--- src/rtl/mem_wb_stage_pkg.sv ---
// mem_wb_stage_pkg -- constants and types shared by the MEM/WB writeback stage.
//   WB_SEL_*  : writeback source select encodings (mem_wb_sel)
//   F3_L*     : load size/sign codes (mem_funct3)
//   wb_stage_t: the stage register contents
package mem_wb_stage_pkg;

    localparam logic [1:0] WB_SEL_ALU  = 2'b00;
    localparam logic [1:0] WB_SEL_LOAD = 2'b01;
    localparam logic [1:0] WB_SEL_PC4  = 2'b10;
    localparam logic [1:0] WB_SEL_RSV  = 2'b11;  // reserved, behaves as ALU

    localparam logic [2:0] F3_LB  = 3'b000;
    localparam logic [2:0] F3_LH  = 3'b001;
    localparam logic [2:0] F3_LW  = 3'b010;
    localparam logic [2:0] F3_LBU = 3'b100;
    localparam logic [2:0] F3_LHU = 3'b101;

    typedef struct packed {
        logic        valid;
        logic        reg_write;
        logic [4:0]  rd;
        logic [1:0]  wb_sel;
        logic [2:0]  funct3;
        logic [31:0] alu_result;
        logic [31:0] load_data;
        logic [31:0] pc_plus4;
    } wb_stage_t;

endpackage

--- src/rtl/mem_wb_stage_load_extend.sv ---
// load_extend -- combinational load alignment and sign/zero extension.
//   funct3 : load size/sign code
//   offset : byte offset within the word (address bits [1:0])
//   word   : raw 32-bit word returned by memory
//   value  : extracted, extended 32-bit result
// Codes other than byte/half loads pass the full word through.
module load_extend
    import mem_wb_stage_pkg::*;
(
    input  logic [2:0]  funct3,
    input  logic [1:0]  offset,
    input  logic [31:0] word,
    output logic [31:0] value
);

    logic [7:0]  byte_sel;
    logic [15:0] half_sel;

    always_comb begin
        case (offset)
            2'd0:    byte_sel = word[7:0];
            2'd1:    byte_sel = word[15:8];
            2'd2:    byte_sel = word[23:16];
            default: byte_sel = word[31:24];
        endcase
        // Halfwords are aligned, so only offset[1] picks the half.
        half_sel = offset[1] ? word[31:16] : word[15:0];

        case (funct3)
            F3_LB:   value = {{24{byte_sel[7]}}, byte_sel};
            F3_LH:   value = {{16{half_sel[15]}}, half_sel};
            F3_LBU:  value = {24'h0, byte_sel};
            F3_LHU:  value = {16'h0, half_sel};
            default: value = word;
        endcase
    end

endmodule

--- src/rtl/mem_wb_stage.sv ---
// mem_wb_stage -- MEM/WB pipeline register and writeback mux.
//   clk, rst_n        : clock, async active-low reset
//   stall, flush      : hold / kill stage (flush wins)
//   mem_*             : instruction fields from the MEM stage
//   write_port_addr   : register-file write address (registered rd)
//   write_data        : selected writeback value
//   write_en          : valid & reg_write & rd != 0
//   wb_valid          : stage holds a valid instruction
//   retire_count      : instructions leaving the stage (wraps)
// Optional feature macro WB_BYPASS_EN adds rs1/rs2_addr inputs and
// fwd_data1/2, fwd_hit1/2 outputs forwarding the current write to decode.
module mem_wb_stage
    import mem_wb_stage_pkg::*;
#(
    parameter int CNT_W = 32
) (
    input  logic             clk,
    input  logic             rst_n,
    input  logic             stall,
    input  logic             flush,
    input  logic             mem_valid,
    input  logic             mem_reg_write,
    input  logic [4:0]       mem_rd_addr,
    input  logic [1:0]       mem_wb_sel,
    input  logic [2:0]       mem_funct3,
    input  logic [31:0]      mem_alu_result,
    input  logic [31:0]      mem_load_data,
    input  logic [31:0]      mem_pc_plus4,
    output logic [4:0]       write_port_addr,
    output logic [31:0]      write_data,
    output logic             write_en,
    output logic             wb_valid,
    output logic [CNT_W-1:0] retire_count
`ifdef WB_BYPASS_EN
    ,
    input  logic [4:0]       rs1_addr,
    input  logic [4:0]       rs2_addr,
    output logic [31:0]      fwd_data1,
    output logic [31:0]      fwd_data2,
    output logic             fwd_hit1,
    output logic             fwd_hit2
`endif
);

    wb_stage_t stage;
    wb_stage_t incoming;
    logic [31:0] load_val;

    assign incoming = '{valid:      mem_valid,
                        reg_write:  mem_reg_write,
                        rd:         mem_rd_addr,
                        wb_sel:     mem_wb_sel,
                        funct3:     mem_funct3,
                        alu_result: mem_alu_result,
                        load_data:  mem_load_data,
                        pc_plus4:   mem_pc_plus4};

    // An instruction retires on the edge where it leaves the stage; a
    // flushed or stalled instruction does not.
    always_ff @(posedge clk or negedge rst_n) begin
        if (!rst_n) begin
            stage        <= '0;
            retire_count <= '0;
        end else begin
            if (stage.valid && !stall && !flush)
                retire_count <= retire_count + CNT_W'(1);
            if (flush)
                stage.valid <= 1'b0;
            else if (!stall)
                stage <= incoming;
        end
    end

    load_extend u_load_extend (
        .funct3 (stage.funct3),
        .offset (stage.alu_result[1:0]),
        .word   (stage.load_data),
        .value  (load_val)
    );

    always_comb begin
        case (stage.wb_sel)
            WB_SEL_LOAD: write_data = load_val;
            WB_SEL_PC4:  write_data = stage.pc_plus4;
            default:     write_data = stage.alu_result;
        endcase
    end

    assign wb_valid        = stage.valid;
    assign write_port_addr = stage.rd;
    // Stays high through a stall: re-writing the same value is harmless.
    assign write_en        = stage.valid & stage.reg_write & (stage.rd != 5'd0);

`ifdef WB_BYPASS_EN
    assign fwd_hit1  = write_en & (rs1_addr == write_port_addr);
    assign fwd_hit2  = write_en & (rs2_addr == write_port_addr);
    assign fwd_data1 = fwd_hit1 ? write_data : 32'h0;
    assign fwd_data2 = fwd_hit2 ? write_data : 32'h0;
`endif

endmodule

--- config.mk ---
export PLATFORM = sky130hd
export DESIGN_NAME = mem_wb_stage
export DESIGN_NICKNAME = d
export VERILOG_FILES = /design/src/rtl/mem_wb_stage_pkg.sv /design/src/rtl/mem_wb_stage_load_extend.sv /design/src/rtl/mem_wb_stage.sv
export SDC_FILE = /design/constraint.sdc
export NUM_CORES = 1
export LEC_CHECK = 0
export BUFFER_PORTS_ARGS = -buffer_cell sky130_fd_sc_hd__buf_2
export CAP_MARGIN = 5
export CORE_MARGIN = 4
export CORE_UTILIZATION = 50
export CTS_CLUSTER_SIZE = 12
export DETAILED_ROUTE_END_ITERATION = 8
export GPL_TIMING_DRIVEN = 0
export PLACE_DENSITY = 0.85
export SETUP_SLACK_MARGIN = 0.4
export SLEW_MARGIN = 20
export SYNTH_ARGS = -nofsm -noshare
export SYNTH_HDL_FRONTEND = slang
export SYNTH_HIERARCHICAL = 1
export SYNTH_SLANG_ARGS = --single-unit
export TNS_END_PERCENT = 10
--- constraint.sdc ---
create_clock -name clk -period 5.8 [get_ports clk]
set_input_delay 1.16 -clock clk [delete_from_list [all_inputs] [get_ports clk]]
set_output_delay 1.16 -clock clk [all_outputs]
set_load 0.02 [all_outputs]
==> results.sh, run 1 <==
export IMPL_status="completed"
export IMPL_max_freq_ghz=0.249
export IMPL_finalPower_uw=3040
export IMPL_numCtsBuffers=17
export IMPL_routedWlPerCell_um=19.0
export IMPL_max_cap_viol_count=0
export IMPL_ys_seq_area_share_pct=50.8
export IMPL_setup_viol=0
export IMPL_grtUsageTotal_pct=24.0
export IMPL_die_area_um2=15700
export IMPL_drt_total_wl_mm=19.2
export IMPL_synth_top_area_share_pct=50.8
export IMPL_rrSetupSlack_ps=3770
export IMPL_antenna_found_initial=0
export IMPL_netlist_cell_type_count=41
export IMPL_utilization_pct=64.9
export IMPL_clock_sinks=140
export IMPL_cts_resized=0
export IMPL_instances_no_fill=1008
export IMPL_syn_area_per_cell_um2=11.2
export IMPL_drive_gt1_share_pct=41.0
export IMPL_total_leakage_power_uw=0.00407
export IMPL_pin_count=183
export IMPL_min_path_type="reg2reg"
export IMPL_start_util_pct=51.5
export IMPL_pre_cts_ws_ps=2280
export IMPL_grt_max_degree=82
export IMPL_clk_latency_ps=410
export IMPL_r2r_start="retire_count[0]$_DFFE_PN0P_"
export IMPL_crit_path_start="stage[64]$_DFFE_PN0P_"
export IMPL_die_h_um=125
export IMPL_ys_ff_latch=140
export IMPL_post_synth_top_area_cell="dfrtp_1"
export IMPL_grt_overflow=0
export IMPL_clockRootBuffer="clkbuf_16"
export IMPL_crit_type="reg2out"
export IMPL_critical_path_max_fanout=7
export IMPL_cts_hold_buf=0
export IMPL_hold_violations=0
export IMPL_vdd_drop_max_uv=190
export IMPL_fin_crit_sh_pct=69.2
export IMPL_ys_warn_count=6
export IMPL_grt_pass1_vias=5719
export IMPL_syn_inst=615
export IMPL_yosys_top_cells_area="dfrtp_1, mux2_2, nand2_1"
export IMPL_slew_viol_final=0
export IMPL_period_minus_slack_ps=4010
export IMPL_final_antenna_net_count=0
export IMPL_cp_endpoint="write_data[15]"
export IMPL_drtIter0Drc=506
export IMPL_cp_required_ps=4640
export IMPL_slew_limit_headroom_pct=45.8
export IMPL_synthFlopType="dfrtp_1"
export IMPL_place_inst=974
export IMPL_synth_edf_count=0
export IMPL_yosys_top_cells_count="dfrtp_1, mux2_2, nand2_1"
export IMPL_whs_path_depth=1
export IMPL_setup_tns_final_ps=0
export IMPL_reg2reg_to="retire_count[22]$_DFFE_PN0P_"
export IMPL_rsz0062_at_grt="no"
export IMPL_fp_row_count=42
export IMPL_worst_clock_skew_ps=12.1
export IMPL_post_dp_hpwl_mm=14.5
export IMPL_syn_to_final_growth_pct=26.0
export IMPL_clk_path_buf_depth=2
export IMPL_grt_pass1_wl_mm=29.8
export IMPL_core_area_um2=13400
export IMPL_clkTransAtPathRegs_ps=60
export IMPL_synth_nets=730
export IMPL_drc_errors=0
export IMPL_r2r_cells=6
export IMPL_dieWidth_um=125
export IMPL_vias=5709
export IMPL_crit_arrival_ps=2850
export IMPL_synth_area_um2=6900
export IMPL_endpoint_kind="output pin"
export IMPL_fin_nets=932
export IMPL_startpoint_type="flip-flop"
export IMPL_cts_tree="done"
export IMPL_routabilityCongestion=0.911
export IMPL_async_reset_ff_share_pct=100
export IMPL_setup_ws_ps=1790
export IMPL_tightestPinTransition_ps=807
export IMPL_post_cts_buffers=0
export IMPL_io_buffer_count=182
export IMPL_dr_pass1_iters=7
export IMPL_via_per_inst=5.66
export IMPL_h_tree_depth=4
export IMPL_p_per_area_nw_per_um2=350
export IMPL_synth_most_common_cell="dfrtp_1"
-- per-stage QoR --
stage / hold slack, ps / area, um^2
floorplan: 481 / 6900
global placement: 456 / 8030
detailed placement: 475 / 8080
CTS: 485 / 8690
global route: 511 / 8690
finish: 487 / 8700
-- worst max-delay path, cell delays in order (launching register included) --
cell,delay [ps]
dfrtp_1,480
a211oi_1,110
or3_1,350
nor3_1,640
a221o_1,280
a22oi_1,100
o21ai_0,270
buf_2,220
-- cell type report --
cell class	instances	area, um^2
diodes	2	5.00
plain buffers	45	235
clock buffers	23	508
clock inverters	9	109
fillers	1074	4700
inverters	6	22.5
multi-input cells	424	3150
flip-flops and latches	140	3500
well taps	176	220
repair buffers	183	948
-- layer usage --
metal | wire, um | share of wire, % | GRT usage (%) | up-vias
met5 | 0 | 0 | 0 | -
met4 | 276 | 1.4 | 6.44 | 0
met3 | 1680 | 8.8 | 7.55 | 31
met2 | 9160 | 48 | 38.0 | 246
met1 | 8060 | 42 | 32.1 | 2821
li1 | - | - | - | 2611
-- placed cells by master, fill, tap and decap left out, types with 3 or more instances in the layout --
cell type,instances
a221o_1,8
a22oi_1,39
and3_1,4
and4_1,3
buf_2,182
buf_4,5
buf_6,3
clkbuf_1,35
clkbuf_16,17
clkbuf_8,6
clkinv_2,3
clkinv_4,3
dfrtp_1,140
ha_1,3
inv_1,6
mux2_2,107
nand2_1,82
nand2b_1,6
nand3_1,12
nand4_1,9
nor2_1,6
nor2b_1,20
nor3_1,9
nor4_2,4
o21ai_0,57
o21ai_1,4
or3_1,3
xnor2_1,18
xor2_1,13
-- registers in the layout, summed over array words and instances, names as in the netlist --
name	count
stage	102
write_port_addr	5
wb_valid	1
retire_count	32
-- report_power, final --
group	total, uW	switching (uW)	internal (uW)
combinational	743	436	307
clock	1100	400	702
sequential	1200	100	1100
total	3040	936	2110
-- cell families after synthesis --
family | after synthesis | share of synthesized area (%)
xor+xnor | 31 | 3.93
fa+ha+maj | 3 | 0.544
buf+inv | 51 | 3.74
compound gates | 113 | 10.4
simple gates | 168 | 12.9
flops | 140 | 50.8
mux | 109 | 17.8
-- worst min-delay path by stage --
| stage | slack [ps] | to | start |
|---|---|---|---|
| 6_report | 490 | retire_count[30]$_DFFE_PN0P_ | retire_count[30]$_DFFE_PN0P_ |
| 5_1_grt | 510 | retire_count[18]$_DFFE_PN0P_ | retire_count[18]$_DFFE_PN0P_ |
| 4_1_cts | 480 | retire_count[18]$_DFFE_PN0P_ | retire_count[18]$_DFFE_PN0P_ |
| 3_5_place_dp | 480 | retire_count[30]$_DFFE_PN0P_ | retire_count[30]$_DFFE_PN0P_ |
| 3_3_place_gp | 460 | retire_count[31]$_DFFE_PN0P_ | retire_count[31]$_DFFE_PN0P_ |
| 2_1_floorplan | 480 | stage[32]$_DFFE_PN0P_ | stage[32]$_DFFE_PN0P_ |
Note: power is estimated with default switching activity, not from simulation.
==> inputs of run 2 (changes only) <==
- clock period: 5.8 -> 4.1 ns (I/O delays scaled with it)
==> results.sh, run 2 (synthesis results as in run 1) <==
export IMPL_finalPower_uw=4310
export IMPL_routabilityCongestion=0.911
export IMPL_die_area_um2=15700
export IMPL_period_minus_slack_ps=3510
export IMPL_total_leakage_power_uw=0.00407
export IMPL_via_per_inst=5.66
export IMPL_fp_row_count=42
export IMPL_worst_clock_skew_ps=13.5
export IMPL_h_tree_depth=4
export IMPL_layout_cells_most_common_list="buf_2, dfrtp_1, mux2_2"
export IMPL_largest_reg_flops=102
export IMPL_p_per_area_nw_per_um2=495
export IMPL_max_freq_ghz=0.285
export IMPL_start_util_pct=51.5
export IMPL_crit_path_start="stage[65]$_DFFE_PN0P_"
export IMPL_crit_type="reg2out"
export IMPL_startpoint_type="flip-flop"
export IMPL_place_area_um2=8080
export IMPL_endpoint_kind="output pin"
export IMPL_cts_tree="done"
export IMPL_dr_pass1_iters=5
export IMPL_fin_nets=932
export IMPL_numCtsBuffers=17
export IMPL_clkTransAtPathRegs_ps=60
export IMPL_drt_total_wl_mm=19.1
export IMPL_grt_pass1_wl_mm=29.8
export IMPL_final_common_cell="buf_2"
export IMPL_critical_path_max_fanout=10
export IMPL_routedWlPerCell_um=19.0
export IMPL_r2r_start="retire_count[0]$_DFFE_PN0P_"
export IMPL_syn_to_final_growth_pct=26.1
export IMPL_cts_hold_buf=0
export IMPL_setup_ws_ps=586
export IMPL_pre_cts_ws_ps=920
export IMPL_fin_crit_sh_pct=85.7
export IMPL_drtIter0Drc=436
export IMPL_pin_count=183
export IMPL_slew_viol_final=0
export IMPL_setup_tns_final_ps=0
export IMPL_drc_errors=0
export IMPL_grt_max_degree=82
export IMPL_grt_overflow=0
export IMPL_utilization_pct=65.0
export IMPL_vias=5703
export IMPL_clock_sinks=140
export IMPL_min_path_type="in2async"
export IMPL_setup_viol=0
export IMPL_post_cts_buffers=0
export IMPL_die_h_um=125
export IMPL_grtUsageTotal_pct=24.0
export IMPL_tightestPinTransition_ps=756
export IMPL_post_dp_hpwl_mm=14.5
export IMPL_drive_gt1_share_pct=41.3
export IMPL_cts_resized=0
export IMPL_clockRootBuffer="clkbuf_16"
export IMPL_clk_path_buf_depth=2
export IMPL_vdd_drop_max_uv=268
export IMPL_cp_required_ps=3280
export IMPL_top_register="stage"
export IMPL_rsz0062_at_grt="no"
export IMPL_dieWidth_um=125
export IMPL_max_cap_viol_count=0
export IMPL_final_antenna_net_count=0
export IMPL_fin_area_um2=8700
export IMPL_clk_latency_ps=410
export IMPL_crit_arrival_ps=2690
export IMPL_io_buffer_count=182
export IMPL_status="completed"
export IMPL_grt_pass1_vias=5719
export IMPL_antenna_found_initial=0
export IMPL_core_area_um2=13400
export IMPL_hold_violations=0
export IMPL_slew_limit_headroom_pct=49.6
run 2: cell counts in the layout (fill, tap and decap cells not counted):
Identical to the previous run, type by type.
run 2: cell type report:
class                           count  area [um^2]
Clock buffer                       23          508
Fill cell                        1073         4700
Clock inverter                      9          109
Antenna cell                        2         5.00
Timing Repair Buffer              183          948
Multi-Input combinational cell    424         3150
Buffer                             45          238
Inverter                            6         22.5
Tap cell                          176          220
Sequential cell                   140         3500
run 2: where the power goes:
group | switching, uW | internal, uW | leakage [uW]
clock network | 567 | 992 | 0.000305
registers | 142 | 1550 | 0.00171
logic | 618 | 435 | 0.00205
total | 1330 | 2980 | 0.00407
run 2: layer usage:
| layer | up-vias | share of wire (%) | track usage [%] |
|---|---|---|---|
| met5 | - | 0 | 0 |
| met4 | 0 | 1.5 | 6.44 |
| met3 | 29 | 8.9 | 7.55 |
| met2 | 255 | 48 | 38.0 |
| met1 | 2813 | 42 | 32.1 |
| li1 | 2606 | - | - |
run 2: worst max-delay path, cell delays in order, from the launching register on:
cell and delay, ps:
dfrtp_1 470, clkbuf_2 220, clkbuf_2 220, o21bai_1 500, nand2_1 140, o21ai_0 170
a22oi_1 150, o21ai_0 210, buf_2 200
run 2: worst paths after layout:
kind                                                 to  slack (ps)  depth (start not counted)
min                               stage[88]$_DFFE_PN0P_         330                          1
max reg2reg                retire_count[22]$_DFFE_PN0P_        2070                          6
min reg2reg                retire_count[30]$_DFFE_PN0P_         490                          1
min in group clk           retire_count[30]$_DFFE_PN0P_         490                          1
max                                       write_data[2]         590                          8
max in group asynchronous  retire_count[21]$_DFFE_PN0P_        3030                          2
run 2: stage by stage:
| stage | hold slack [ps] | std cells |
|---|---|---|
| final | 333 | 1008 |
| after global routing | 356 | 1006 |
| after CTS | 333 | 1006 |
| after detailed placement | 475 | 974 |
| after global placement | 456 | 973 |
| after floorplan | 481 | 615 |
